==> config.mk <==
export PLATFORM = sky130hd
export DESIGN_NAME = apb_master_bridge_flat
export DESIGN_NICKNAME = d
export VERILOG_FILES = /design/src/rtl/apb_master_bridge_if.sv /design/src/rtl/apb_master_bridge.sv /design/src/flat_wrapper.sv
export SDC_FILE = /design/constraint.sdc
export NUM_CORES = 1
export LEC_CHECK = 0
export BUFFER_PORTS_ARGS = -buffer_cell sky130_fd_sc_hd__buf_2
export CELL_PAD_IN_SITES_DETAIL_PLACEMENT = 1
export CELL_PAD_IN_SITES_GLOBAL_PLACEMENT = 1
export CORE_ASPECT_RATIO = 0.75
export CORE_MARGIN = 3
export CORE_UTILIZATION = 34
export DETAILED_ROUTE_END_ITERATION = 10
export GPL_TIMING_DRIVEN = 1
export PLACE_DENSITY_LB_ADDON = 0.1
export SETUP_SLACK_MARGIN = 0.5
export SYNTH_ARGS = -nofsm -noshare
export SYNTH_HDL_FRONTEND = slang
export SYNTH_SLANG_ARGS = --single-unit
==> constraint.sdc <==
create_clock -name PCLK -period 4.1 [get_ports PCLK]
set_input_delay 0.82 -clock PCLK [delete_from_list [all_inputs] [get_ports PCLK]]
set_output_delay 0.82 -clock PCLK [all_outputs]
set_load 0.05 [all_outputs]
==> src/rtl/apb_master_bridge_if.sv <==
// rtl/apb_master_bridge_if.sv - request/response and APB signal bundle for apb_master_bridge
// Purpose: groups the requester-side valid/ready port, the response port and
//          the APB requester signals so the bridge and its environment share one bundle.
// Signals:
//   req_valid/req_ready/req_write/req_addr/req_wdata : request handshake and fields
//   rsp_valid/rsp_rdata/rsp_err/rsp_timeout          : one-cycle response pulse and held status
//   PSEL1/PENABLE/PWRITE/PADDR/PWDATA                : APB requester outputs
//   PREADY/PRDATA/PSLVERR                            : APB completer returns
// Modports: master = bridge side, slave = environment (request driver + APB completer).
interface apb_master_bridge_if #(
  parameter int ADDR_W = 32,
  parameter int DATA_W = 32
);
  logic              req_valid;
  logic              req_ready;
  logic              req_write;
  logic [ADDR_W-1:0] req_addr;
  logic [DATA_W-1:0] req_wdata;

  logic              rsp_valid;
  logic [DATA_W-1:0] rsp_rdata;
  logic              rsp_err;
  logic              rsp_timeout;

  logic              PSEL1;
  logic              PENABLE;
  logic              PWRITE;
  logic [ADDR_W-1:0] PADDR;
  logic [DATA_W-1:0] PWDATA;
  logic              PREADY;
  logic [DATA_W-1:0] PRDATA;
  logic              PSLVERR;

  modport master (
    input  req_valid, req_write, req_addr, req_wdata,
    output req_ready,
    output rsp_valid, rsp_rdata, rsp_err, rsp_timeout,
    output PSEL1, PENABLE, PWRITE, PADDR, PWDATA,
    input  PREADY, PRDATA, PSLVERR
  );

  modport slave (
    output req_valid, req_write, req_addr, req_wdata,
    input  req_ready,
    input  rsp_valid, rsp_rdata, rsp_err, rsp_timeout,
    input  PSEL1, PENABLE, PWRITE, PADDR, PWDATA,
    output PREADY, PRDATA, PSLVERR
  );
endinterface

==> src/rtl/apb_master_bridge.sv <==
// rtl/apb_master_bridge.sv - single-outstanding valid/ready to APB requester bridge
// Purpose: accepts one request at a time, runs an APB SETUP/ACCESS sequence on PSEL1,
//          and returns a one-cycle response pulse with read data and error status.
//          An ACCESS phase that stalls for TIMEOUT cycles is aborted.
// Ports:
//   PCLK   : clock, rising edge
//   PRESET : asynchronous active-high reset
//   bus    : apb_master_bridge_if.master (request, response and APB signals)
// Parameters: ADDR_W, DATA_W widths; TIMEOUT = max ACCESS cycles (0 = never abort).
module apb_master_bridge #(
  parameter int ADDR_W  = 32,
  parameter int DATA_W  = 32,
  parameter int TIMEOUT = 16
) (
  input  logic                 PCLK,
  input  logic                 PRESET,
  apb_master_bridge_if.master  bus
);

  typedef enum logic [1:0] {
    IDLE   = 2'd0,
    SETUP  = 2'd1,
    ACCESS = 2'd2
  } state_t;

  // Counter only ever needs to reach TIMEOUT-1.
  localparam int              CNT_W     = (TIMEOUT > 1) ? $clog2(TIMEOUT) : 1;
  localparam logic [CNT_W-1:0] LAST_WAIT = CNT_W'(TIMEOUT - 1);
  localparam bit              TO_EN     = (TIMEOUT != 0);

  state_t             state_q, state_d;
  logic [CNT_W-1:0]   wait_cnt_q, wait_cnt_d;
  logic               pwrite_q, pwrite_d;
  logic [ADDR_W-1:0]  paddr_q, paddr_d;
  logic [DATA_W-1:0]  pwdata_q, pwdata_d;
  logic               rsp_valid_q, rsp_valid_d;
  logic [DATA_W-1:0]  rsp_rdata_q, rsp_rdata_d;
  logic               rsp_err_q, rsp_err_d;
  logic               rsp_timeout_q, rsp_timeout_d;

  always_ff @(posedge PCLK or posedge PRESET) begin
    if (PRESET) begin
      state_q       <= IDLE;
      wait_cnt_q    <= '0;
      pwrite_q      <= 1'b0;
      paddr_q       <= '0;
      pwdata_q      <= '0;
      rsp_valid_q   <= 1'b0;
      rsp_rdata_q   <= '0;
      rsp_err_q     <= 1'b0;
      rsp_timeout_q <= 1'b0;
    end else begin
      state_q       <= state_d;
      wait_cnt_q    <= wait_cnt_d;
      pwrite_q      <= pwrite_d;
      paddr_q       <= paddr_d;
      pwdata_q      <= pwdata_d;
      rsp_valid_q   <= rsp_valid_d;
      rsp_rdata_q   <= rsp_rdata_d;
      rsp_err_q     <= rsp_err_d;
      rsp_timeout_q <= rsp_timeout_d;
    end
  end

  always_comb begin
    state_d       = state_q;
    wait_cnt_d    = wait_cnt_q;
    pwrite_d      = pwrite_q;
    paddr_d       = paddr_q;
    pwdata_d      = pwdata_q;
    rsp_valid_d   = 1'b0;
    rsp_rdata_d   = rsp_rdata_q;
    rsp_err_d     = rsp_err_q;
    rsp_timeout_d = rsp_timeout_q;

    case (state_q)
      IDLE: begin
        if (bus.req_valid) begin
          pwrite_d = bus.req_write;
          paddr_d  = bus.req_addr;
          pwdata_d = bus.req_write ? bus.req_wdata : '0;
          state_d  = SETUP;
        end
      end
      SETUP: begin
        // PREADY is deliberately not looked at here.
        wait_cnt_d = '0;
        state_d    = ACCESS;
      end
      ACCESS: begin
        // Completion is tested first so PREADY on the threshold edge still wins.
        if (bus.PREADY) begin
          rsp_valid_d   = 1'b1;
          rsp_err_d     = bus.PSLVERR;
          rsp_rdata_d   = pwrite_q ? '0 : bus.PRDATA;
          rsp_timeout_d = 1'b0;
          state_d       = IDLE;
        end else if (TO_EN && (wait_cnt_q == LAST_WAIT)) begin
          rsp_valid_d   = 1'b1;
          rsp_err_d     = 1'b1;
          rsp_rdata_d   = '0;
          rsp_timeout_d = 1'b1;
          state_d       = IDLE;
        end else begin
          wait_cnt_d = wait_cnt_q + CNT_W'(1);
        end
      end
      default: state_d = IDLE;
    endcase
  end

  // Handshake and select lines decode straight from the state register, so an
  // asynchronous reset drops them in the same instant.
  assign bus.req_ready   = (state_q == IDLE);
  assign bus.PSEL1       = (state_q == SETUP) || (state_q == ACCESS);
  assign bus.PENABLE     = (state_q == ACCESS);
  assign bus.PWRITE      = pwrite_q;
  assign bus.PADDR       = paddr_q;
  assign bus.PWDATA      = pwdata_q;
  assign bus.rsp_valid   = rsp_valid_q;
  assign bus.rsp_rdata   = rsp_rdata_q;
  assign bus.rsp_err     = rsp_err_q;
  assign bus.rsp_timeout = rsp_timeout_q;

endmodule

==> src/flat_wrapper.sv <==
// flat-port wrapper written by rule: the top's interface ports become plain ports
module apb_master_bridge_flat 
#(
  parameter int ADDR_W  = 32,
  parameter int DATA_W  = 32,
  parameter int TIMEOUT = 16
)
  (PCLK, PRESET, bus_req_valid, bus_req_write, bus_req_addr, bus_req_wdata, bus_req_ready, bus_rsp_valid, bus_rsp_rdata, bus_rsp_err, bus_rsp_timeout, bus_PSEL1, bus_PENABLE, bus_PWRITE, bus_PADDR, bus_PWDATA, bus_PREADY, bus_PRDATA, bus_PSLVERR);
  apb_master_bridge_if #(.ADDR_W(ADDR_W), .DATA_W(DATA_W)) bus_i ();
  input  logic PCLK;
  input  logic PRESET;
  input wire logic [$bits(bus_i.req_valid)-1:0] bus_req_valid;
  input wire logic [$bits(bus_i.req_write)-1:0] bus_req_write;
  input wire logic [$bits(bus_i.req_addr)-1:0] bus_req_addr;
  input wire logic [$bits(bus_i.req_wdata)-1:0] bus_req_wdata;
  output wire logic [$bits(bus_i.req_ready)-1:0] bus_req_ready;
  output wire logic [$bits(bus_i.rsp_valid)-1:0] bus_rsp_valid;
  output wire logic [$bits(bus_i.rsp_rdata)-1:0] bus_rsp_rdata;
  output wire logic [$bits(bus_i.rsp_err)-1:0] bus_rsp_err;
  output wire logic [$bits(bus_i.rsp_timeout)-1:0] bus_rsp_timeout;
  output wire logic [$bits(bus_i.PSEL1)-1:0] bus_PSEL1;
  output wire logic [$bits(bus_i.PENABLE)-1:0] bus_PENABLE;
  output wire logic [$bits(bus_i.PWRITE)-1:0] bus_PWRITE;
  output wire logic [$bits(bus_i.PADDR)-1:0] bus_PADDR;
  output wire logic [$bits(bus_i.PWDATA)-1:0] bus_PWDATA;
  input wire logic [$bits(bus_i.PREADY)-1:0] bus_PREADY;
  input wire logic [$bits(bus_i.PRDATA)-1:0] bus_PRDATA;
  input wire logic [$bits(bus_i.PSLVERR)-1:0] bus_PSLVERR;
  assign bus_i.req_valid = bus_req_valid;
  assign bus_i.req_write = bus_req_write;
  assign bus_i.req_addr = bus_req_addr;
  assign bus_i.req_wdata = bus_req_wdata;
  assign bus_req_ready = bus_i.req_ready;
  assign bus_rsp_valid = bus_i.rsp_valid;
  assign bus_rsp_rdata = bus_i.rsp_rdata;
  assign bus_rsp_err = bus_i.rsp_err;
  assign bus_rsp_timeout = bus_i.rsp_timeout;
  assign bus_PSEL1 = bus_i.PSEL1;
  assign bus_PENABLE = bus_i.PENABLE;
  assign bus_PWRITE = bus_i.PWRITE;
  assign bus_PADDR = bus_i.PADDR;
  assign bus_PWDATA = bus_i.PWDATA;
  assign bus_i.PREADY = bus_PREADY;
  assign bus_i.PRDATA = bus_PRDATA;
  assign bus_i.PSLVERR = bus_PSLVERR;
  apb_master_bridge #(.ADDR_W(ADDR_W), .DATA_W(DATA_W), .TIMEOUT(TIMEOUT)) u_core (.PCLK(PCLK), .PRESET(PRESET), .bus(bus_i));
endmodule
==> impl_metrics.py, run 1 <==
metrics = {
    "run_status": {
        "run_status": "finished, final reports clean",
    },
    "synthesis": {
        "ys_seq_area_frac": 0.6440,
        "synth_top_area_frac": 0.6440,
        "synth_seq_cells": 106,
        "synth_cell_type_count": 29,
        "yosysWarnings": 0,
        "synth_top_cell_by_area": "dfrtp_1",
        "yosys-top-cells-area": "dfrtp_1, mux2_2, a22o_1, nand2_1, o21ai_0",
        "syn_avg_cell_area_um2": 12.44,
        "syn_inst": 331,
        "netlist_area_um2": 4119,
        "synth_nets": 438,
    },
    "cts": {
        "cts_root_buf": "clkbuf_16",
        "clkTransAtPathRegs_ns": 0.07,
        "clkLatencyLatePin_ns": 0.34,
        "cts_buffers": 9,
        "cts_tree": "yes",
        "clockBufferDepth": 2,
        "cts_resized": 0,
        "ctsHoldBuffers": 0,
        "clkSinkCount": 106,
        "postCtsSetupBuffers": 0,
        "ctsHtreeMaxLevel": 3,
    },
    "floorplanning": {
        "initial_core_util": 0.3521,
        "die_area_um2": 13490,
        "die_h_um": 101.3,
        "num_rows": 34,
        "io-pin-count": 205,
        "core_area_um2": 11700,
        "die_w_um": 133.1,
    },
    "power_and_ir_drop": {
        "p_leak_nw": 2.923,
        "p_per_area_nw_per_um2": 1016,
        "peakVddDrop_mv": 0.6246,
    },
    "detailed_routing": {
        "route.met2.wl_mm": 5.347,
        "wirelength_met1_mm": 5.271,
        "post_drt_wl_per_cell_um": 16.75,
        "first_pass_iters": 4,
        "antenna_left": 0,
        "vias_per_cell": 4.635,
        "wirelength_mm": 11.62,
        "routed-wl-met3_um": 907,
        "route.detailed.drc": 0,
        "drt-initial-drc-count": 133,
        "via_count": 3217,
        "topRoutingLayerUsed": "met4",
    },
    "layout": {
        "multi_input_area_um2": 1330,
        "final_nets": 634,
        "drive_gt1_frac": 0.4925,
        "mostFrequentLayoutCell": "buf_2",
        "final_cell_mix": "buf_2, dfrtp_1, nand2_1",
        "n_antenna_cell": 0,
        "seq_area_um2": 2653,
        "area_growth_pct": 35.51,
        "final_core_util": 0.4771,
        "nFillCells": 1321,
    },
    "sta": {
        "worst_hold_slack_ns": 0.4764,
        "setup_ws_ns": 1.677,
        "slew_viol_final": 0,
        "skew_ns": 0.008370,
        "worstMarginPinSlew_ns": 1.269,
        "rsz0062_at_grt": "no",
        "post-route-period-util": 0.5910,
        "relSlewSlack": 0.1531,
        "clock.fmax_mhz": 412.7,
        "hold_viol_final": 0,
        "finalSetupTns_ns": 0,
        "setup_viol": 0,
        "fin_crit_ns": 2.423,
    },
    "grt": {
        "grt_pass1_wl_mm": 18.10,
        "grt.overflow.total": 0,
        "grt_use_total": 0.1694,
        "grt_pass1_vias": 3318,
        "grt_max_degree": 98,
        "antenna_found_initial": 0,
    },
    "setup_path": {
        "worstPathRequired_ns": 3.28,
        "cpMaxStageDelayCell": "ha_1",
        "crit_family": "buffers and inverters",
        "cp-end-kind": "output pin",
        "cp.arrival_ns": 1.60,
        "path_cells": "inv_1, ha_1, buf_2",
        "r2r_slack_ns": 1.73,
        "cp_max_fo": 11,
        "worstSetupPathType": "register to output pin",
        "worst-path-buf-inv": 2,
        "start_kind": "register",
        "slowest_delay_ns": 0.41,
    },
    "placement": {
        "hpwl_mm": 8.529,
        "post-place-ws_ns": 1.697,
        "portBuffers": 204,
        "gp_congestion": 0.7181,
    },
    "min_path": {
        "hp-class": "register to register",
    },
    "run": {
        "timing.max_cap.violations": 0,
    },
}
## final cells by class
class	count	share of cell area
Clock buffer	10	0.04282
Clock inverter	6	0.01412
Inverter	7	0.005380
Multi-Input combinational cell	197	0.2383
Sequential cell	106	0.4752
Tap cell	162	0.03631
Timing Repair Buffer	206	0.1879
## worst register-to-register path, delay by kind of cell, from the launching register on
kind            cells  cell delay [ns]
fa+ha+maj           1             0.41
simple gates        2             1.12
compound gates      1             0.28
flops               1             0.40
buf+inv             1             0.11
## per-stage QoR
step / cell area [µm²] / std cells / power, mW
after floorplan: 4123 / 331 / 4.073
after global placement: 5264 / 678 / 4.744
after detailed placement: 5264 / 678 / 4.820
after CTS: 5582 / 694 / 5.755
after global routing: 5582 / 694 / 5.977
final: 5582 / 694 / 5.671
## kinds of logic (layout without fill, tap and decap cells)
family                   count (synthesis)  in the layout  synth area share
AND/OR/NAND/NOR                         80             80           0.08020
multiplexers                            35             35           0.09538
buffers and inverters                   28            229           0.03493
adder cells (fa/ha/maj)                  5              5           0.01519
AO/OA/AOI/OAI                           77             77            0.1303
flip-flops                             106            106            0.6440
## synth_stat cells, drive strengths merged
cell / n
o22a: 1
o211ai: 2
o31ai: 1
dfrtp: 106
nand2b: 2
a22o: 32
nor2b: 2
clkbuf: 7
inv: 7
nand4b: 1
nor2: 1
mux2i: 1
a211oi: 2
mux2: 34
nand2: 69
a21oi: 6
o21ai: 33
nand3: 2
and3: 1
buf: 14
ha: 5
nor3: 2
## final timing paths
| kind | from | endpoint | depth (start not counted) |
|---|---|---|---|
| max in group asynchronous | PRESET | u_core.wait_cnt_q[3] | 3 |
| max reg2reg | u_core.state_q[0] | u_core.bus.rsp_rdata[10] | 5 |
| min in group asynchronous | PRESET | u_core.bus.rsp_rdata[25] | 2 |
| min reg2reg | u_core.bus.PWDATA[4] | u_core.bus.PWDATA[4] | 2 |
| min | u_core.bus.PWDATA[4] | u_core.bus.PWDATA[4] | 2 |
| max | u_core.state_q[0] | bus_PENABLE | 3 |
## state kept, by name, indices dropped and copies added (netlist names), 2 cells and up
register and flops:
u_core.bus.rsp_rdata 32, u_core.wait_cnt_q 4, u_core.bus.PWDATA 32, u_core.state_q 2, u_core.bus.PADDR 32
## layer usage
layer / up-vias / GRT usage
met5: - / 0
met4: 0 / 0.03794
met3: 10 / 0.06504
met2: 119 / 0.2695
met1: 1557 / 0.2230
li1: 1531 / -
## report_power, final
part / internal (mW) / total [mW] / switching, mW
logic: 0.726 / 3.01 / 2.29
registers: 1.51 / 1.75 / 0.235
clock network: 0.505 / 0.913 / 0.408
No activity file was read; power rests on OpenSTA's default activity.
==> run 2: changes to the inputs <==
--- a/config.mk
+++ b/config.mk
@@ -10,7 +10,7 @@
 export CELL_PAD_IN_SITES_GLOBAL_PLACEMENT = 1
 export CORE_ASPECT_RATIO = 0.75
 export CORE_MARGIN = 3
-export CORE_UTILIZATION = 34
+export CORE_UTILIZATION = 31
 export DETAILED_ROUTE_END_ITERATION = 10
 export GPL_TIMING_DRIVEN = 1
 export PLACE_DENSITY_LB_ADDON = 0.1
==> constraint.sdc (replaced) <==
create_clock -name PCLK -period 2.2 [get_ports PCLK]
set_input_delay 0.44 -clock PCLK [delete_from_list [all_inputs] [get_ports PCLK]]
set_output_delay 0.44 -clock PCLK [all_outputs]
set_load 0.05 [all_outputs]
==> impl_metrics.py, run 2 (synthesis results as in run 1) <==
metrics = {
    "run_status": {
        "run_status": "finished, final reports clean",
    },
    "layout": {
        "mostFrequentLayoutCell": "buf_2",
        "area_growth_pct": 39.25,
        "nFillCells": 1443,
        "final_cell_mix": "buf_2, dfrtp_1, nand2_1",
        "drive_gt1_frac": 0.5120,
        "final_nets": 645,
        "n_antenna_cell": 0,
    },
    "setup_path": {
        "startpoint": "u_core.state_q[1]",
        "endpoint": "bus_PSEL1",
        "start_kind": "register",
        "r2r_cells": 6,
        "rr_startpoint": "u_core.state_q[1]",
        "cpMaxStageDelayCell": "dfrtp_1",
        "cp-end-kind": "output pin",
        "worstPathRequired_ns": 1.76,
        "cp.arrival_ns": 1.23,
        "slowest_delay_ns": 0.40,
        "crit-reg2reg-capture": "u_core.state_q[0]",
        "path_cells": "inv_2, ha_4, buf_8",
        "r2r_slack_ns": 0.56,
        "cp_max_fo": 4,
        "worstSetupPathType": "register to output pin",
    },
    "placement": {
        "portBuffers": 204,
        "hpwl_mm": 8.667,
        "gp_congestion": 0.7637,
    },
    "power_and_ir_drop": {
        "p_leak_nw": 2.969,
        "power.share.clock": 0.143,
        "p_sw_mw": 5.523,
        "p_sw_frac": 0.5162,
        "pwr-share-comb": 0.552,
        "p_int_mw": 5.175,
        "peakVddDrop_mv": 1.006,
        "p_per_area_nw_per_um2": 1865,
        "pwr-share-seq": 0.305,
    },
    "detailed_routing": {
        "topRoutingLayerUsed": "met5",
        "wirelength_met1_mm": 4.974,
        "post_drt_wl_per_cell_um": 16.78,
        "wirelength_mm": 11.89,
        "antenna_left": 0,
        "via_count": 3297,
        "route.met2.wl_mm": 5.709,
        "routed-wl-met3_mm": 1.023,
        "drt-initial-drc-count": 123,
        "vias_per_cell": 4.650,
        "first_pass_iters": 4,
        "route.detailed.drc": 0,
    },
    "sta": {
        "finalSetupTns_ns": 0,
        "fin_crit_ns": 1.671,
        "worstMarginPinSlew_ns": 0.6074,
        "setup_viol": 0,
        "skew_ns": 0.006087,
        "relSlewSlack": 0.5951,
        "clock.fmax_mhz": 598.4,
        "rsz0062_at_grt": "yes",
        "slew_viol_final": 0,
        "worst_hold_slack_ns": 0.1533,
        "hold_viol_final": 0,
        "post-route-period-util": 0.7596,
    },
    "floorplanning": {
        "die_area_um2": 14720,
        "num_rows": 35,
        "initial_core_util": 0.3266,
        "die_h_um": 105.8,
        "core_area_um2": 12610,
        "die_w_um": 139.1,
        "io-pin-count": 205,
    },
    "cts": {
        "cts_tree": "yes",
        "ctsHoldBuffers": 0,
        "clockBufferDepth": 2,
        "clkTransAtPathRegs_ns": 0.07,
        "cts_root_buf": "clkbuf_16",
        "ctsHtreeMaxLevel": 3,
        "clkSinkCount": 106,
        "clkLatencyLatePin_ns": 0.34,
        "cts_buffers": 9,
    },
    "grt": {
        "antenna_found_initial": 1,
        "grt_use_total": 0.1610,
        "grt_pass1_wl_mm": 19.06,
        "grt_max_degree": 51,
        "grt_pass1_vias": 3509,
        "grt.overflow.total": 0,
    },
    "min_path": {
        "hp-class": "input pin to async pin",
    },
    "run": {
        "timing.max_cap.violations": 0,
    },
}
run 2: timing repair:
| action | 4_1_cts | 5_1_grt |
|---|---|---|
| resized for setup | 8 | 9 |
| buffers inserted | 6 | 0 |
| setup endpoints to repair | 49 | 67 |
| pin swaps | 2 | 2 |
run 2: worst min path at each step:
stage	from	endpoint	slack (ns)	depth (start not counted)
finish	PRESET	u_core.bus.rsp_rdata[29]	0.15	2
global route	PRESET	u_core.bus.rsp_rdata[21]	0.18	2
CTS	PRESET	u_core.bus.rsp_rdata[31]	0.15	2
detailed placement	u_core.bus.PWDATA[22]	u_core.bus.PWDATA[22]	0.47	2
global placement	u_core.bus.PWDATA[0]	u_core.bus.PWDATA[0]	0.46	2
floorplan	u_core.wait_cnt_q[0]	u_core.wait_cnt_q[0]	0.48	1
run 2: critical path: cells and delay by family (launching register included):
kind                     cells  cell delay [ns]
adder cells (fa/ha/maj)      1             0.22
flip-flops                   1             0.40
buffers and inverters        2             0.27
run 2: metrics by stage:
step / utilization / power (mW) / worst slack, ns / instance area (µm²) / std cells
after global placement: 0.4239 / 8.932 / 0.5301 / 5346 / 687
after detailed placement: 0.4239 / 9.042 / 0.4465 / 5346 / 687
final: 0.4548 / 10.70 / 0.5288 / 5736 / 709
after global routing: 0.4548 / 11.30 / 0.4717 / 5736 / 709
after floorplan: - / 7.622 / 0.4865 / 4138 / 331
after CTS: 0.4518 / 10.75 / 0.5193 / 5698 / 709
run 2: power groups by stage:
stage	clock network, mW	registers (mW)	logic (mW)
floorplan	0	6.21	1.41
global placement	0	3.27	5.66
detailed placement	0	3.30	5.74
CTS	1.60	3.27	5.89
global route	1.68	3.38	6.24
finish	1.53	3.26	5.91
run 2: area by class of cell:
type                            instances  area (µm²)  share of cell area
Inverter                                7       30.03            0.005236
Clock inverter                          6       52.55            0.009162
Multi-Input combinational cell        197        1370              0.2389
Sequential cell                       106        2653              0.4625
Timing Repair Buffer                  217        1194              0.2081
Tap cell                              166       207.7             0.03621
Clock buffer                           10       229.0             0.03992
run 2: metal layers:
metal  up-vias  global-route usage
met3        14             0.06259
met4         2             0.04399
met5         -                   0
met1      1593              0.1951
li1       1559                   -
met2       129              0.2692
